$ cat config.mk
export PLATFORM = sky130hd
export DESIGN_NAME = spi_arbiter_flat
export DESIGN_NICKNAME = d
export VERILOG_FILES = /design/src/rtl/spi_pkg.sv /design/src/rtl/spi_arbiter_if.sv /design/src/rtl/spi_arbiter_rr.sv /design/src/rtl/spi_arbiter.sv /design/src/flat_wrapper.sv
export SDC_FILE = /design/constraint.sdc
export NUM_CORES = 1
export LEC_CHECK = 0
export BUFFER_PORTS_ARGS = -buffer_cell sky130_fd_sc_hd__buf_4
export CORE_UTILIZATION = 60
export DETAILED_ROUTE_END_ITERATION = 16
export GPL_TIMING_DRIVEN = 1
export PLACE_DENSITY = 0.93
export SLEW_MARGIN = 20
export SYNTH_ARGS = -nofsm -noshare
export SYNTH_HDL_FRONTEND = slang
export SYNTH_SLANG_ARGS = --single-unit
$ cat constraint.sdc
create_clock -name clk -period 6.4 [get_ports clk]
set_clock_uncertainty 0.2 [all_clocks]
set_input_delay 0.32 -clock clk [delete_from_list [all_inputs] [get_ports clk]]
set_output_delay 0.32 -clock clk [all_outputs]
set_load 0.005 [all_outputs]
$ cat src/rtl/spi_pkg.sv
// spi_pkg: shared constants for the SPI arbiter (FSM encoding, byte width, default divider)
package spi_pkg;
  localparam int DATA_W = 8;
  localparam int DEF_CLK_DIV = 2;
  localparam logic [2:0] ST_IDLE  = 3'd0;
  localparam logic [2:0] ST_SETUP = 3'd1;
  localparam logic [2:0] ST_SHIFT = 3'd2;
  localparam logic [2:0] ST_HOLD  = 3'd3;
  localparam logic [2:0] ST_DONE  = 3'd4;
endpackage

$ cat src/rtl/spi_arbiter_if.sv
// spi_arbiter_if: requester handshake, response and SPI pin bundle
interface spi_arbiter_if #(
  parameter int NUM_REQ = 3
);
  import spi_pkg::*;
  localparam int ID_W = NUM_REQ > 1 ? $clog2(NUM_REQ) : 1;
  logic [NUM_REQ-1:0] req_valid;
  logic [NUM_REQ*DATA_W-1:0] req_data;
  logic [NUM_REQ-1:0] req_ready;
  logic rsp_valid;
  logic [ID_W-1:0] rsp_id;
  logic [DATA_W-1:0] rsp_data;
  logic sclk;
  logic [NUM_REQ-1:0] cs_n;
  logic mosi;
  logic miso;
  logic busy;
  modport master (
    input  req_valid, req_data, miso,
    output req_ready, rsp_valid, rsp_id, rsp_data, sclk, cs_n, mosi, busy
  );
  modport slave (
    output req_valid, req_data, miso,
    input  req_ready, rsp_valid, rsp_id, rsp_data, sclk, cs_n, mosi, busy
  );
endinterface

$ cat src/rtl/spi_arbiter_rr.sv
// rr_arbiter: round-robin pick of the first active request after last_grant, with wrap
module rr_arbiter #(
  parameter int NUM_REQ = 3,
  localparam int ID_W = NUM_REQ > 1 ? $clog2(NUM_REQ) : 1
) (
  input  logic [NUM_REQ-1:0] req,
  input  logic [ID_W-1:0]    last_grant,
  output logic [NUM_REQ-1:0] grant,
  output logic [ID_W-1:0]    grant_idx
);
  int idx;
  // walk from the farthest candidate back to the nearest so the nearest active one wins
  always_comb begin
    grant = '0;
    grant_idx = '0;
    idx = 0;
    for (int k = NUM_REQ; k >= 1; k--) begin
      idx = (int'(last_grant) + k) % NUM_REQ;
      if (req[idx]) begin
        grant = NUM_REQ'(1) << idx;
        grant_idx = ID_W'(idx);
      end
    end
  end
endmodule

$ cat src/rtl/spi_arbiter.sv
// spi_arbiter: round-robin shares one mode-0 SPI master among NUM_REQ requesters
module spi_arbiter
  import spi_pkg::*;
#(
  parameter int NUM_REQ = 3,
  parameter int CLK_DIV = DEF_CLK_DIV
) (
  input logic clk,
  input logic reset,
  spi_arbiter_if.master bus
);
  localparam int ID_W = NUM_REQ > 1 ? $clog2(NUM_REQ) : 1;
  logic [2:0] state;
  logic [7:0] cnt;
  logic [3:0] phase;
  logic [ID_W-1:0] last_grant, gidx, rsp_id_q;
  logic [NUM_REQ-1:0] grant;
  logic [DATA_W-1:0] tx, rx, rsp_data_q;
  logic half_end, active;
  rr_arbiter #(.NUM_REQ(NUM_REQ)) u_rr (
    .req(bus.req_valid),
    .last_grant(last_grant),
    .grant(grant),
    .grant_idx(gidx)
  );
  assign half_end = cnt == 8'(CLK_DIV - 1);
  assign active = state == ST_SETUP || state == ST_SHIFT || state == ST_HOLD;
  assign bus.req_ready = (state == ST_IDLE && reset) ? grant : '0;
  assign bus.busy = state != ST_IDLE;
  assign bus.sclk = state == ST_SHIFT && phase[0];
  assign bus.cs_n = active ? ~(NUM_REQ'(1) << last_grant) : '1;
  assign bus.mosi = active & tx[DATA_W-1];
  assign bus.rsp_valid = state == ST_DONE;
  assign bus.rsp_id = rsp_id_q;
  assign bus.rsp_data = rsp_data_q;
  // transfer sequencer: even phases are sclk-low halves, odd phases sclk-high halves
  always_ff @(posedge clk or negedge reset) begin
    if (!reset) begin
      state <= ST_IDLE;
      cnt <= '0;
      phase <= '0;
      last_grant <= ID_W'(NUM_REQ - 1);
      tx <= '0;
      rx <= '0;
      rsp_data_q <= '0;
      rsp_id_q <= '0;
    end else begin
      case (state)
        ST_IDLE: if (|grant) begin
          state <= ST_SETUP;
          last_grant <= gidx;
          tx <= bus.req_data[gidx*DATA_W +: DATA_W];
          cnt <= '0;
        end
        ST_SETUP: if (half_end) begin
          state <= ST_SHIFT;
          cnt <= '0;
          phase <= '0;
        end else cnt <= cnt + 8'd1;
        ST_SHIFT: if (half_end) begin
          cnt <= '0;
          phase <= phase + 4'd1;
          if (!phase[0]) rx <= {rx[DATA_W-2:0], bus.miso};
          else tx <= {tx[DATA_W-2:0], 1'b0};
          if (phase == 4'd15) state <= ST_HOLD;
        end else cnt <= cnt + 8'd1;
        ST_HOLD: if (half_end) begin
          state <= ST_DONE;
          cnt <= '0;
          rsp_data_q <= rx;
          rsp_id_q <= last_grant;
        end else cnt <= cnt + 8'd1;
        default: state <= ST_IDLE;
      endcase
    end
  end
endmodule

$ cat src/flat_wrapper.sv
// flat-port wrapper written by rule: the top's interface ports become plain ports
module spi_arbiter_flat import spi_pkg::*;
#(
  parameter int NUM_REQ = 3,
  parameter int CLK_DIV = DEF_CLK_DIV
)
  (clk, reset, bus_req_valid, bus_req_data, bus_miso, bus_req_ready, bus_rsp_valid, bus_rsp_id, bus_rsp_data, bus_sclk, bus_cs_n, bus_mosi, bus_busy);
  spi_arbiter_if #(.NUM_REQ(NUM_REQ)) bus_i ();
  input logic clk;
  input logic reset;
  input wire logic [$bits(bus_i.req_valid)-1:0] bus_req_valid;
  input wire logic [$bits(bus_i.req_data)-1:0] bus_req_data;
  input wire logic [$bits(bus_i.miso)-1:0] bus_miso;
  output wire logic [$bits(bus_i.req_ready)-1:0] bus_req_ready;
  output wire logic [$bits(bus_i.rsp_valid)-1:0] bus_rsp_valid;
  output wire logic [$bits(bus_i.rsp_id)-1:0] bus_rsp_id;
  output wire logic [$bits(bus_i.rsp_data)-1:0] bus_rsp_data;
  output wire logic [$bits(bus_i.sclk)-1:0] bus_sclk;
  output wire logic [$bits(bus_i.cs_n)-1:0] bus_cs_n;
  output wire logic [$bits(bus_i.mosi)-1:0] bus_mosi;
  output wire logic [$bits(bus_i.busy)-1:0] bus_busy;
  assign bus_i.req_valid = bus_req_valid;
  assign bus_i.req_data = bus_req_data;
  assign bus_i.miso = bus_miso;
  assign bus_req_ready = bus_i.req_ready;
  assign bus_rsp_valid = bus_i.rsp_valid;
  assign bus_rsp_id = bus_i.rsp_id;
  assign bus_rsp_data = bus_i.rsp_data;
  assign bus_sclk = bus_i.sclk;
  assign bus_cs_n = bus_i.cs_n;
  assign bus_mosi = bus_i.mosi;
  assign bus_busy = bus_i.busy;
  spi_arbiter #(.NUM_REQ(NUM_REQ), .CLK_DIV(CLK_DIV)) u_core (.clk(clk), .reset(reset), .bus(bus_i));
endmodule
# Word-level counts from Yosys, hierarchy flattened
# Cells that the tools add are included.
totals:
  input_bits: 30
  output_inout_bits: 20
  wordCells: 90
  ff_bits: 43
op_classes:
  reduce_logical: 18
  n_lt_le_gt_ge: 3
  mux: 33
  addsub: 5
  n_div: 3
  n_bitwise: 3
  n_shift: 5
  n_eq_ne: 12
op_table:
  columns: ["cell", "count"]
  rows:
  - ["32-bit by 4-bit less-than comparator with 1-bit output (second input constant)", 3]
  - ["32-bit by 3-bit modulo with 32-bit output (second input constant)", 3]
  - ["1-bit by 32-bit left shift with 3-bit output (first input constant)", 3]
  - ["8-bit 2-to-1 mux", 5]
  - ["8-bit case mux with 2 select lines", 2]
  - ["3-bit 2-to-1 mux", 10]
  - ["24-bit by 6-bit variable part select with 8-bit output", 1]
  - ["3-bit case mux with 4 select lines", 1]
  - ["8-bit by 1-bit adder with 8-bit output (second input constant)", 1]
  - ["8-bit by 1-bit == test with 1-bit output (second input constant)", 1]
  - ["4-bit 2-to-1 mux", 2]
  - ["2-bit by 1-bit != test with 1-bit output (second input constant)", 4]
  - ["4-bit case mux with 2 select lines", 1]
  - ["2-bit by 2-bit adder with 3-bit output (second input constant)", 2]
  - ["1-bit binary-select mux with 2-bit select", 3]
  - ["3-bit by 2-bit == test with 1-bit output (second input constant)", 2]
  - ["1-bit 2-to-1 mux", 6]
  - ["2-bit 2-to-1 mux", 3]
  - ["2-bit AND reduction", 3]
  - ["3-bit AND reduction", 2]
  - ["2-bit nonzero test", 3]
  - ["3-bit OR reduction", 2]
  - ["5-bit AND reduction", 1]
  - ["4-bit by 1-bit adder with 4-bit output (second input constant)", 1]
  - ["14 further kinds", 17]

# Longest topological paths before layout
depth:
  word_depth: 11
  depth_mapped: 10
  depth_no_buf: 8

# Hierarchy
# From an unflattened synthesis, not the netlist that was laid out.
unflattened:
  cells_unflattened: 251
  hier_area_um2: 2563.7
modules_own_cells:
  columns: ["module", "area_each_um2", "seq_area_each_um2", "cells_each", "n_inst"]
  rows:
  - ["spi_arbiter", 2316.0, 1077.3, 215, 1]
  - ["rr_arbiter", 247.7, 0.0, 36, 1]

# Least setup slack after synthesis
# OpenSTA, ideal clock, no wires.
synth_path:
  path_kind: "register to register"
  start: "register u_core.last_grant[1]"
  end: "register u_core.tx[0]"
  path_slack_ns: 3.605
  stages_incl_launch_ff: 10
  t_arrival_ns: 2.466
  synth_period_minus_slack_ns: 2.795
  n_path_buf: 2
  t_required_ns: 6.071
  setup_ns: 0.129
  cell_sequence: "dfstp_2 -> inv_1 -> ha_1 -> clkbuf_1 -> a21oi_1 -> or3b_2 -> clkbuf_1 -> a21o_1 -> a211o_1 -> o2bb2ai_1"
synth_between:
  elab_chain_len: 11
  word_cells_on_any_way: 30
  classes_between: "3 x add/sub; 3 x div; 1 x eq/ne; 4 x shift; 17 x mux; 2 x reduce/logical"
synth_rtl:
  columns: ["item", "line", "rtl"]
  rows:
  - ["from (decl)", "spi_arbiter.sv:16", "logic [ID_W-1:0] last_grant, gidx, rsp_id_q;"]
  - ["from (signal assigned)", "spi_arbiter.sv:42", "last_grant <= ID_W'(NUM_REQ - 1);"]
  - ["from (signal assigned)", "spi_arbiter.sv:51", "last_grant <= gidx;"]
  - ["2-bit by 2-bit adder with 3-bit output", "spi_arbiter_rr.sv:18", "idx = (int'(last_grant) + k) % NUM_REQ;"]
  - ["32-bit by 3-bit modulo with 32-bit output", "spi_arbiter_rr.sv:18", null]
  - ["1-bit binary-select mux with 2-bit select", "spi_arbiter_rr.sv:19", "if (req[idx]) begin"]
  - ["1-bit 2-to-1 mux (implied by the code) (2 in series)", "spi_arbiter_rr.sv:19", null]
  - ["2-bit 2-to-1 mux or 3-bit 2-to-1 mux (tied branches) (3 in series)", "spi_arbiter_rr.sv:19", null]
  - ["24-bit by 6-bit variable part select with 8-bit output or 3-bit OR reduction (tied branches)", "spi_arbiter.sv:52, spi_arbiter.sv:49", null]
  - ["8-bit 2-to-1 mux or 2-bit != test (tied branches)", null, null]
  - ["8-bit case mux with 2 select lines or 4-bit AND reduction (tied branches)", null, null]
  - ["to (signal assigned)", "spi_arbiter.sv:52", "tx <= bus.req_data[gidx*DATA_W +: DATA_W];"]
  - ["to (signal assigned)", "spi_arbiter.sv:64", "else tx <= {tx[DATA_W-2:0], 1'b0};"]
  - ["to (decl)", "spi_arbiter.sv:18", "logic [DATA_W-1:0] tx, rx, rsp_data_q;"]
# Parallel ways exist; a longest one is shown, timed or not. The select of a mux whose other input is x is not followed.
# A chain may end at the register's enable or synchronous reset.

# Final worst setup path
layout_path:
  start: "register u_core.last_grant[1]"
  end: "register u_core.tx[2]"
# The elaborated chain is that of the path after synthesis.

==> summary.md <==
| Metric | Value |
|---|---|
| Status | `finished, final reports clean` |
| Sequential area share after synthesis | `between 30 and 40%` |
| Setup violations, final | `0` |
| Area of the die | `4900 µm²` |
| Max Clock Freq | `0.280 GHz` |
| Average cell area after synthesis | `9.49 µm²` |
| Vias in the first global route | `2319` |
| Leakage | `around 1.5 nW` |
| Io pins | `50` |
| Mapped Nets | `330` |
| Met2 GRT Util | `47.1%` |
| Layout cells sized above 1 | `29.6%` |
| Logic pwr share | `53.7%` |
| Vias per cell | `approximately 6.4` |
| ANT cells | `0` |
| Iteration-0 DRC Markers | `314` |
| Via count | `around 2500` |
| Final TNS setup | `0 ps` |
| R2R Path Start | `u_core.last_grant[1]` |
| Synth-to-Final Area Change | `17.2%` |
| CP max FO | `15` |
| Num CTS Buffers | `5` |
| Slew of the pin with the lowest slew margin | `1000 ps` |
| Number of gates resized after CTS | `0` |
| Top post-synthesis cells by area | `dfrtp_1 38%, mux2_2 11%, mux2_4 4.3%, a21oi_1 3.8%, ha_1 3.6%` |
| Most area-hungry cell type in the Yosys netlist | `dfrtp_1` |
| CTS tree | `yes` |
| RePlAce Congestion | `around 0.86` |
| DIE WIDTH | `70.0 µm` |
| Antenna violations before repair | `0` |
| Fraction of registers with async set/reset | `100%` |
| RSZ-0062 raised after global routing | `no` |
| Max-cap violations | `0` |
| Yosys warning total | `0` |
| Per-cell routed wire length | `17.1 µm` |
| Port Buffers | `49` |
| M1 GR Usage | `36.5%` |
| Yosys top cell area share | `37.9%` |
| Fill cell count | `~290` |
| Aggregate global routing overflow | `0` |
| Final period util | `55.8%` |
| ANT nets after route | `0` |
| H-tree depth | `2` |
| CTS clk-pin slew, worst paths | `80 ps` |
| Hold Crit Start | `bus_miso` |
| Clk pwr share | `14.0%` |
| Initial Utilization | `a little over three fifths` |
| Hold Crit Class | `in -> reg` |
| Count leader, synth | `dfrtp_1` |
| Flops & latches, synth | `43` |
| Gr busiest metal | `met2` |
| Min Tclk post-route | `3570 ps` |
| Power Dens Cells | `409 nW/µm²` |
| Setup crit end kind | `flop` |
| HPWL after DPL | `approximately 4.7 mm` |
| Clk sink count | `43` |
| Kind of start point of the critical path | `flop` |
| Synthesized area | `2770 µm²` |
| Crit path DAT | `3550 ps` |
| Met3 GRT Util | `4.76%` |
| Sequential power share | `32.3%` |
| TritonRoute pass-1 iters | `6` |
| DRC viols | `0` |
| Inst Count DP | `378` |
| NetSw | `roughly 0.57 mW` |
| Row count | `24` |
| Netlist cell types | `51` |
| WS Path Type | `reg -> reg` |
| Synth Flop Type | `dfrtp_1` |
| Total internal power | `0.753 mW` |
| Root Driver | `clkbuf_8` |
| Pin count of the biggest net entering global routing | `45` |
| Final Hold Viols | `0` |
| Max-slew violations | `0` |
| List of most frequent post-synthesis cells | `42 x dfrtp_1, 27 x mux2_2, 24 x nand2_1, 23 x nor2_1, 21 x a21oi_1` |
| GRT Total Usage | `28.0%` |
| Core region area | `roughly 4400 µm²` |
| First-pass GRT wire length | `11.0 mm` |
| Chip height | `70.0 µm` |
| Clock Tree Buf Depth | `2` |
| Fin nets | `372` |
| Post-synth EDFFs | `0` |
| CP Launch Point | `u_core.last_grant[1]` |
| Clock latency on the worst-skew pair | `290 ps` |
| Peak supply drop | `0.248 mV` |
| WP data required | `~6400 ps` |
| Switch share | `between 40% and 50%` |
| Relative slew slack | `33.0%` |
| Total Wirelength | `6.61 mm` |
| Synth Instances | `292` |
| Final cell count without fillers | `387` |
[worst paths after layout]
kind	to	slack [ps]	cells past startpoint
max reg2reg	u_core.tx[2]	2830	8
max in group asynchronous	u_core.tx[3]	5260	2
min	u_core.rx[0]	70	2
min reg2reg	u_core.bus.rsp_data[6]	310	1
min in group asynchronous	u_core.cnt[7]	360	2
max	u_core.tx[2]	2830	8
[cells in the final DEF (no fill, tap or decap), types with 3 or more instances in the layout]
cell       Yosys  layout
a31oi_1        9       9
nor2_1        23      23
o211ai_1       3       3
mux2_4         8       8
nor3_1         4       4
and2_1         5       5
mux2_2        27      27
o2bb2ai_1      7       7
or3_1          4       4
clkbuf_8       0       7
mux2i_1        4       4
nand4_1        3       3
nand2_1       24      24
dfrtp_1       42      42
o21a_1         4       4
and3_1         4       4
ha_1           8       8
a21oi_1       21      21
o21ai_0       11      11
buf_4          1      49
a22oi_1        7       7
inv_1         11      11
nand2b_1       6       6
nand3_1       13      13
[layout make-up]
cell class,count,area (µm²),share of cell area [%]
Timing Repair Buffer,50,378,11.6
Clock inverter,1,7.51,0.231
Tap cell,52,65.1,2.00
Clock buffer,7,96.3,2.97
Multi-Input combinational cell,222,1580,48.6
Inverter,12,45.0,1.39
Sequential cell,43,1080,33.2
[repair_timing]
item                                   4_1_cts  5_1_grt
endpoints found under the hold margin       42        0
hold buffers                                 1        0
buffers inserted                             0        0
setup endpoints to repair                    0        0
[power by group through the flow]
stage	Clock, mW	Combinational (mW)	Sequential (mW)
final	0.186	0.713	0.428
after global routing	0.200	0.783	0.440
after CTS	0.191	0.700	0.426
after detailed placement	0	0.692	0.431
after global placement	0	0.664	0.424
after floorplan	0	0.548	0.396
[layer usage]
metal	part of all wire (%)	vias up
met5	0	-
met2	50	132
met3	7.2	20
li1	-	1155
met1	40	1173
met4	2.1	0
[sequential cells by signal, indices dropped and copies added (netlist names)]
register and cells:
u_core.state 3, u_core.rx 8, u_core.cnt 8, u_core.bus.rsp_id 2, u_core.phase 4, u_core.last_grant 2
u_core.tx 8, u_core.bus.rsp_data 8
[critical path, cell delays in order, from the launching register on]
cell     delay, ps
dfstp_2        580
inv_1           90
ha_1           310
mux2_2         350
a22oi_2        560
a21oi_1        420
nor2_1         480
a31oi_1        170
mux2_2         310
[stage by stage]
step	setup slack, ps	hold slack (ps)	total power [mW]	area [µm²]	util, %
floorplan	3600	-176	0.944	2770	-
global placement	3120	139	1.09	3130	71.5
detailed placement	2920	152	1.12	3130	71.5
CTS	2920	58.0	1.32	3250	74.1
global route	2650	61.4	1.42	3250	74.1
finish	2830	67.4	1.33	3250	74.1
[cells by family (layout without fill, tap and decap cells)]
kind of cell	Yosys count	after routing	share of synthesized area, %
AO/OA/AOI/OAI	76	76	17.9
XOR/XNOR	1	1	0.316
adder cells (fa/ha/maj)	8	8	3.61
buffers and inverters	27	70	4.20
flip-flops	43	43	38.9
multiplexers	39	39	16.7
AND/OR/NAND/NOR	98	98	18.3
Power figures use the tool's default switching activity.
